==> src/rtl/div_seq_pkg.sv <==
// rtl/div_seq_pkg.sv - shared encodings for the sequential signed divider
// Holds the FSM state encoding and the ULA opcodes the decoder uses to
// form start (either opcode) and op_mod (ULA_MOD).
package div_seq_pkg;

   localparam logic [2:0] ULA_DIV = 3'd4;
   localparam logic [2:0] ULA_MOD = 3'd5;

   typedef enum logic [1:0] {
      S_IDLE = 2'd0,
      S_CALC = 2'd1,
      S_SIGN = 2'd2
   } div_state_t;

endpackage

==> src/rtl/div_step.sv <==
// rtl/div_step.sv - one combinational restoring shift-subtract step
// Ports:
//   rem      partial remainder before the step
//   q        dividend/quotient shift register before the step
//   dvs      divisor magnitude
//   rem_next partial remainder after the step
//   q_next   quotient register after the step (new bit enters at lsb)
module div_step #(
   parameter int NBDATA = 32
) (
   input  logic [NBDATA-1:0] rem,
   input  logic [NBDATA-1:0] q,
   input  logic [NBDATA-1:0] dvs,
   output logic [NBDATA-1:0] rem_next,
   output logic [NBDATA-1:0] q_next
);

   // One extra bit so the shifted remainder can be compared against a
   // divisor magnitude of 2^(NBDATA-1) without overflow.
   logic [NBDATA:0] shifted;
   logic [NBDATA:0] diff;
   logic            ge;

   always_comb begin
      shifted  = {rem, q[NBDATA-1]};
      diff     = shifted - {1'b0, dvs};
      ge       = (shifted >= {1'b0, dvs});
      rem_next = NBDATA'(ge ? diff : shifted);
      q_next   = {q[NBDATA-2:0], ge};
   end

endmodule

==> src/rtl/div_seq_fx.sv <==
// rtl/div_seq_fx.sv - multi-cycle signed divider for ULA DIV/MOD
// Ports:
//   clk, rst   clock; asynchronous active-high reset
//   start      request a division (sampled only in IDLE)
//   op_mod     0 = quotient, 1 = remainder (sampled with start)
//   dividend   signed accumulator operand (sampled with start)
//   divisor    signed memory/stack operand (sampled with start)
//   busy       registered, high while not in IDLE
//   stall      combinational pipeline freeze
//   done       registered one-cycle result-valid pulse
//   result     registered quotient or remainder, held until next done
//   dz         registered divide-by-zero flag, updated with done
module div_seq_fx
   import div_seq_pkg::*;
#(
   parameter int NBDATA = 32
) (
   input  logic              clk,
   input  logic              rst,
   input  logic              start,
   input  logic              op_mod,
   input  logic [NBDATA-1:0] dividend,
   input  logic [NBDATA-1:0] divisor,
   output logic              busy,
   output logic              stall,
   output logic              done,
   output logic [NBDATA-1:0] result,
   output logic              dz
);

   localparam int CW = $clog2(NBDATA);
   localparam logic [CW-1:0] CNT_LAST = CW'(NBDATA - 1);
   localparam logic [NBDATA-1:0] Q_POS_SAT = {1'b0, {(NBDATA-1){1'b1}}};
   localparam logic [NBDATA-1:0] Q_NEG_SAT = {1'b1, {(NBDATA-1){1'b0}}};

   div_state_t        state, state_next;
   logic [CW-1:0]     cnt;
   logic [NBDATA-1:0] rem, q, dvs_abs;
   logic [NBDATA-1:0] rem_n, q_n;
   logic              sd, sv, mod_r, zero_r;
   logic              load, step, finish;
   logic [NBDATA-1:0] dvd_abs_in, dvs_abs_in;
   logic [NBDATA-1:0] q_signed, r_signed;

   assign stall = (start & ~busy) | busy;

   always_comb begin
      dvd_abs_in = dividend[NBDATA-1] ? -dividend : dividend;
      dvs_abs_in = divisor[NBDATA-1]  ? -divisor  : divisor;
   end

   div_step #(.NBDATA(NBDATA)) u_step (
      .rem      (rem),
      .q        (q),
      .dvs      (dvs_abs),
      .rem_next (rem_n),
      .q_next   (q_n)
   );

   // Sign fix-up. A zero divisor leaves q all ones, so the quotient is
   // replaced by the saturated value; the remainder path naturally ends up
   // holding |dividend|, which the sign fix-up turns back into dividend.
   always_comb begin
      q_signed = (sd ^ sv) ? -q : q;
      r_signed = sd ? -rem : rem;
      if (zero_r) begin
         q_signed = sd ? Q_NEG_SAT : Q_POS_SAT;
      end
   end

   always_ff @(posedge clk or posedge rst) begin
      if (rst) begin
         state <= S_IDLE;
      end else begin
         state <= state_next;
      end
   end

   always_comb begin
      state_next = state;
      load       = 1'b0;
      step       = 1'b0;
      finish     = 1'b0;
      case (state)
         S_IDLE: begin
            if (start) begin
               load       = 1'b1;
               state_next = S_CALC;
            end
         end
         S_CALC: begin
            step = 1'b1;
            if (cnt == CNT_LAST) begin
               state_next = S_SIGN;
            end
         end
         S_SIGN: begin
            finish     = 1'b1;
            state_next = S_IDLE;
         end
         default: state_next = S_IDLE;
      endcase
   end

   always_ff @(posedge clk or posedge rst) begin
      if (rst) begin
         busy    <= 1'b0;
         done    <= 1'b0;
         dz      <= 1'b0;
         result  <= '0;
         cnt     <= '0;
         rem     <= '0;
         q       <= '0;
         dvs_abs <= '0;
         sd      <= 1'b0;
         sv      <= 1'b0;
         mod_r   <= 1'b0;
         zero_r  <= 1'b0;
      end else begin
         busy <= (state_next != S_IDLE);
         done <= 1'b0;
         if (load) begin
            q       <= dvd_abs_in;
            dvs_abs <= dvs_abs_in;
            sd      <= dividend[NBDATA-1];
            sv      <= divisor[NBDATA-1];
            mod_r   <= op_mod;
            zero_r  <= (divisor == '0);
            cnt     <= '0;
            rem     <= '0;
         end
         if (step) begin
            rem <= rem_n;
            q   <= q_n;
            cnt <= cnt + CW'(1);
         end
         if (finish) begin
            result <= mod_r ? r_signed : q_signed;
            dz     <= zero_r;
            done   <= 1'b1;
         end
      end
   end

endmodule
==> config.mk <==
export PLATFORM = sky130hd
export DESIGN_NAME = div_seq_fx
export DESIGN_NICKNAME = d
export VERILOG_FILES = /design/src/rtl/div_seq_pkg.sv /design/src/rtl/div_step.sv /design/src/rtl/div_seq_fx.sv
export SDC_FILE = /design/constraint.sdc
export NUM_CORES = 1
export LEC_CHECK = 0
export CAP_MARGIN = 20
export CORE_MARGIN = 2
export CORE_UTILIZATION = 63
export CTS_CLUSTER_SIZE = 20
export DETAILED_ROUTE_END_ITERATION = 10
export PLACE_DENSITY = 0.86
export SLEW_MARGIN = 20
export SYNTH_ARGS = -nofsm -noshare
export SYNTH_HDL_FRONTEND = slang
export SYNTH_SLANG_ARGS = --single-unit
export TNS_END_PERCENT = 1
==> constraint.sdc <==
create_clock -name clk -period 11.1 [get_ports clk]
set_input_delay 1.665 -clock clk [delete_from_list [all_inputs] [get_ports clk]]
set_output_delay 1.665 -clock clk [all_outputs]
set_load 0.02 [all_outputs]
Yosys cells after proc, flatten, opt, wreduce, memory -nomap -nowiden
Cells that the tools add are included.
Operators by class
  $add $sub $neg: 6
  $lt $le $gt $ge: 1
  equality and inequality tests: 3
  muxes and demuxes: 22
  bitwise logic cells: 4
  reduce and logical (&&, ||, !) cells: 4
Operators by type and width (number)
  32-bit two-way mux: 12
  32-bit negation: 4
  33-bit by 32-bit greater-or-equal comparator with 1-bit output: 1
  32-bit zero test: 1
  32-bit subtractor: 1
  5-bit two-way mux: 2
  5-bit by 1-bit adder with 5-bit output, second input constant: 1
  5-bit == test, second input constant: 1
  1-bit two-way mux: 5
  2-bit two-way mux: 2
  2-bit case mux with 2 select lines: 1
  2-bit nonzero test: 2
  2-bit by 1-bit == test with 1-bit output, second input constant: 1
  2-bit == test, second input constant: 1
  2-bit zero test: 1
  1-bit bitwise AND: 1
  1-bit inverter: 1
  1-bit OR: 1
  1-bit bitwise XOR: 1
Storage, ports and cells
  register bits after elaboration: 142
  input bits: 68
  output and inout bits: 36
  logic and storage cells: 53

Depth between registers and ports, before layout
  depth after elaboration: 4
  depth in mapped cells: 13
  gate-level depth less buffers: 13

Cells and area by module
From an unflattened synthesis, not the netlist that was laid out.
Unflattened totals
  cells, all modules: 1312
  area total of the unflattened synthesis: 11065.6 um^2
Modules (own cells, without submodules)
  div_seq_fx: times used 1, cells each 957, area an instance 8494.4 um^2, sequential area each 3553.4 um^2
  div_step: times used 1, cells each 355, area an instance 2571.2 um^2, sequential area each 0.0 um^2

Least setup slack after synthesis
OpenSTA, ideal clock, no wires.
  path type: input to register
  from: input port dividend[4]
  to: register q[29]
  setup time: 129 ps
  data arrival time: 3908 ps
  required time: 10971 ps
  slack: 7063 ps
  stages: 9
  buffers on the path: 0
  path through: nor4_2 -> nand3_1 -> or4_4 -> or3_4 -> or2_1 -> or3_4 -> o31ai_4 -> xor2_1 -> o21ai_1
On the way
  word-level cells in the longest chain between the ends: 4
Ends and longest elaborated chain
  start: declaration: line div_seq_fx.sv:22  | input logic [NBDATA-1:0] dividend,
  32-bit negation: line div_seq_fx.sv:48  | dvd_abs_in = dividend[NBDATA-1] ? -dividend : dividend;
  32-bit two-way mux: line div_seq_fx.sv:48
  32-bit two-way mux: line div_seq_fx.sv:122  | if (load) begin
  32-bit two-way mux: line div_seq_fx.sv:132  | if (step) begin
  end signal: assignment: line div_seq_fx.sv:123  | q <= dvd_abs_in;
  end signal: assignment: line div_seq_fx.sv:134  | q <= q_n;
  end: declaration: line div_seq_fx.sv:38  | logic [NBDATA-1:0] rem, q, dvs_abs;
No other way between the ends. The select of a mux whose other input is x is not followed.
A chain may end at the register's enable or synchronous reset.

Final worst setup path
  from: input port start
  to: output port stall
On the way
  word-level cells in the longest chain between the ends: 2
Ends and longest elaborated chain
  start: declaration: line div_seq_fx.sv:20  | input logic start,
  1-bit bitwise AND: line div_seq_fx.sv:45  | assign stall = (start & ~busy) | busy;
  1-bit OR: line div_seq_fx.sv:45
  end: declaration: line div_seq_fx.sv:25  | output logic stall,
No other way between the ends.

==> impl_metrics.csv <==
group,metric,value,unit
outcome,status,"finished, final reports clean",
synthesis,synth_cells,1309,
detailed_routing,vias_per_cell,6.482,
clock_network,cts_resized,0,
timing,layout_setup_ws,6.226,ns
detailed_routing,wl_per_cell,18.29,um
layout,fin_util,74.90,%
detailed_routing,drt-initial-drc-count,1075,
clock_network,clk_pin_slew_worst_paths,0.06,ns
placed_design,place_hpwl,20720,um
detailed_routing,totalWireLength,29210,um
timing,finalCritPeriodShare,43.91,%
clock_network,cts_tree,"built",
placed_design,dp.cells,1565,
global_routing,antenna_found_initial,1,
worst_setup_path,crit_required,9.44,ns
floorplanning,fp.coreArea,16520,um2
timing,relSlewSlack,29.41,%
job,cap_violations,0,
synthesis,synth-xor-area-share,10.37,%
power,irDropWorstVdd,0.0002406,V
synthesis,synth_compound_area_share,27.62,%
worst_setup_path,crit_fanout,11,
clock_network,numCtsBuffers,17,
power,power_density,334.6,nW/um2
detailed_routing,firstDrtPassIters,5,
floorplanning,io-pin-count,104,
timing,slew_violations,0,
worst_setup_path,cp_cell_sequence,"clkdlybuf4s50_1 -> or2_2 -> clkdlybuf4s50_1",
timing,clock.fmax,0.2052,GHz
placed_design,place_congestion,0.9480,
layout,multi_input_area,6595,um2
power,p_leak,5.070,nW
detailed_routing,highest_layer,"met4",
synthesis,yosys.area_share.simple,16.84,%
layout,area_growth,16.27,%
layout,fillCellCount,1215,
synthesis,syn-num-nets,1416,
power,p_total,0.004141,W
worst_setup_path,crit_slowest_cell,"clkdlybuf4s50_1",
detailed_routing,drtAntennaViolNets,0,
layout,antennaDiodeCount,0,
synthesis,avgSynthCellArea,8.132,um2
detailed_routing,via_count,10350,
detailed_routing,dr_wl_met2,14100,um
clock_network,clk_latency,0.44,ns
synthesis,synth_edf_count,0,
global_routing,grt_pass1_wl,47870,um
worst_setup_path,worst_setup_path_end_kind,"output pin",
synthesis,seq_area_frac_synth,33.38,%
clock_network,cts-root-buf,"clkbuf_16",
placed_design,port_buffers,103,
floorplanning,floorplan.initialDensity,64.42,%
floorplanning,fp.dieW,134.0,um
worst_setup_path,path_common_cell,"clkdlybuf4s50_1",
hold_path,hold_class,"register to register",
clock_network,clock_path_buffers,2,
synthesis,ys_ff_latch,142,
synthesis,yosys.area_share.adder,4.654,%
clock_network,htree_levels,4,
worst_setup_path,crit_arrival,3.21,ns
global_routing,track_usage,33.00,%
global_routing,grt_max_degree,86,
worst_setup_path,max_stage_delay,0.62,ns
clock_network,clock-sinks,142,
timing,hold_viol_final,0,
synthesis,async_flop_share,100.0,%
floorplanning,die_area,17950,um2
synthesis,ys_types,67,
placed_design,dp_slack,6.231,ns
detailed_routing,drc,0,
timing,period_needed,4.874,ns
clock_network,cts_hold_buf,0,
timing,grt_setup_unrepaired,"false",
layout,fin_cells,1597,
synthesis,synth_flop_cell,"dfrtp_1",
global_routing,grt_pass1_vias,9606,
worst_setup_path,critPathLaunchType,"input port",
layout,nets,1471,
synthesis,netlist_area,10650,um2
detailed_routing,wl_met3,2145,um
global_routing,gr-total-overflow,0,
synthesis,synth_top_family_by_area,"compound AO/OA/AOI/OAI gates",
timing,finalSetupViolCount,0,
worst_setup_path,path_class,"input port to output pin",
synthesis,synth.mux.area_fraction,2.257,%
layout,drive_above_1_share,5.084,%
synthesis,yosys_warnings,0,
layout,sequential_cell_area,3553,um2
timing,worst_slew_pin_slew,1.056,ns
clock_network,post-cts-setup-buffer-count,0,
floorplanning,num_rows,47,
floorplanning,die_h,134.0,um
timing,setup_tns,0,ns
timing,finClkSkew,0.007323,ns
detailed_routing,met1_length,12480,um
-- through the flow --
| stage | hold WS, ns | instance area (um2) |
|---|---|---|
| final | 0.4766 | 12380 |
| after floorplan | 0.4494 | 10650 |
| after global placement | 0.4591 | 11760 |
| after global routing | 0.4965 | 12380 |
| after detailed placement | 0.4675 | 11760 |
| after CTS | 0.4801 | 12380 |
-- per-layer routing --
metal / up-vias / GRT usage, %
li1: 4877 / -
met1: 4991 / 44.65
met2: 432 / 55.44
met3: 51 / 5.178
met4: 0 / 8.983
met5: - / 0
-- layout make-up --
cell class | count | share of cell area [%]
repair buffers | 114 | 8.957
clock inverters | 14 | 1.446
multi-input cells | 1030 | 53.29
clock buffers | 18 | 3.548
flip-flops and latches | 142 | 28.71
well taps | 220 | 2.224
inverters | 59 | 1.830
-- critical path: cells and delay by family --
kind	cells	cell delay [ns]
simple gates	1	0.38
buf+inv	2	1.16
-- power breakdown --
part           switching, W  leakage [nW]  internal (W)  total (W)
clock network      0.000242         0.306      0.000364   0.000606
logic               0.00147          3.09       0.00103    0.00250
registers          0.000296          1.67      0.000738    0.00103
-- registers in the layout, summed over array words and instances, names as in the netlist --
register and flops:
rem 32, dz 1, mod_r 1, q 32, zero_r 1, busy 1
cnt 5, sv 1, result 32, dvs_abs 32, done 1, state 2
sd 1
-- kinds of logic after synthesis --
family                     Yosys count
buffers and inverters              137
muxes                               24
DFF                                142
adders and majority gates           39
and+or+nand+nor                    367
AOI/OAI and AO/OA                  474
xor gates and xnor gates           126
-- cell usage in the layout, fill, tap and decap left out, types with 10 or more instances in the layout --
master           instances
nor2b_1                 18
a22oi_1                 23
nor3_1                  18
o21ai_0                193
ha_1                    38
mux2i_1                 24
or4_1                   10
xor2_1                  69
nand2_1                158
o41ai_1                 16
nor2_1                  56
clkdlybuf4s50_1        102
a31oi_1                 18
a211oi_1                21
a21oi_1                 72
buf_4                   11
xnor2_1                 57
dfrtp_1                142
o22ai_1                 19
nand3_1                 15
or3_1                   18
nand2b_1                16
o211ai_1                11
inv_1                   56
a21o_1                  18
clkbuf_16               17
o31ai_1                 30
-- cell usage after synthesis (7+ instances only) --
cell,count,area [um2]
ha_1,38,475.5
nand2_1,159,596.8
or3_1,18,112.6
o22ai_1,19,118.9
nand4_1,8,50.05
a22oi_1,23,172.7
or2_2,7,43.79
a31oi_1,18,112.6
inv_1,57,214.0
a21oi_1,73,365.4
nor4_1,9,56.30
a211oi_1,21,157.7
o21ai_0,193,965.9
nor2_1,58,217.7
mux2i_1,24,240.2
nand3_1,15,75.07
xor2_1,69,604.3
nand2b_1,16,100.1
or4_1,10,75.07
o41ai_1,16,140.1
a32oi_1,9,78.83
a21o_1,18,135.1
o211ai_1,11,82.58
nor3_1,18,90.09
xnor2_1,57,499.2
o31ai_1,30,225.2
nor2b_1,18,112.6
dfrtp_1,142,3553
clkbuf_1,70,262.8
-- path summary, 6_finish.rpt --
check | start | end | slack, ns | cells after the start
min in group asynchronous | rst | cnt[4] | 1.69 | 2
max | start | stall | 6.23 | 3
min reg2reg | dvs_abs[9] | dvs_abs[9] | 0.48 | 2
max reg2reg | rem[6] | q[0] | 7.29 | 11
max in group asynchronous | rst | rem[5] | 8.02 | 3
min | dvs_abs[9] | dvs_abs[9] | 0.48 | 2
No activity file was read; power rests on OpenSTA's default activity.
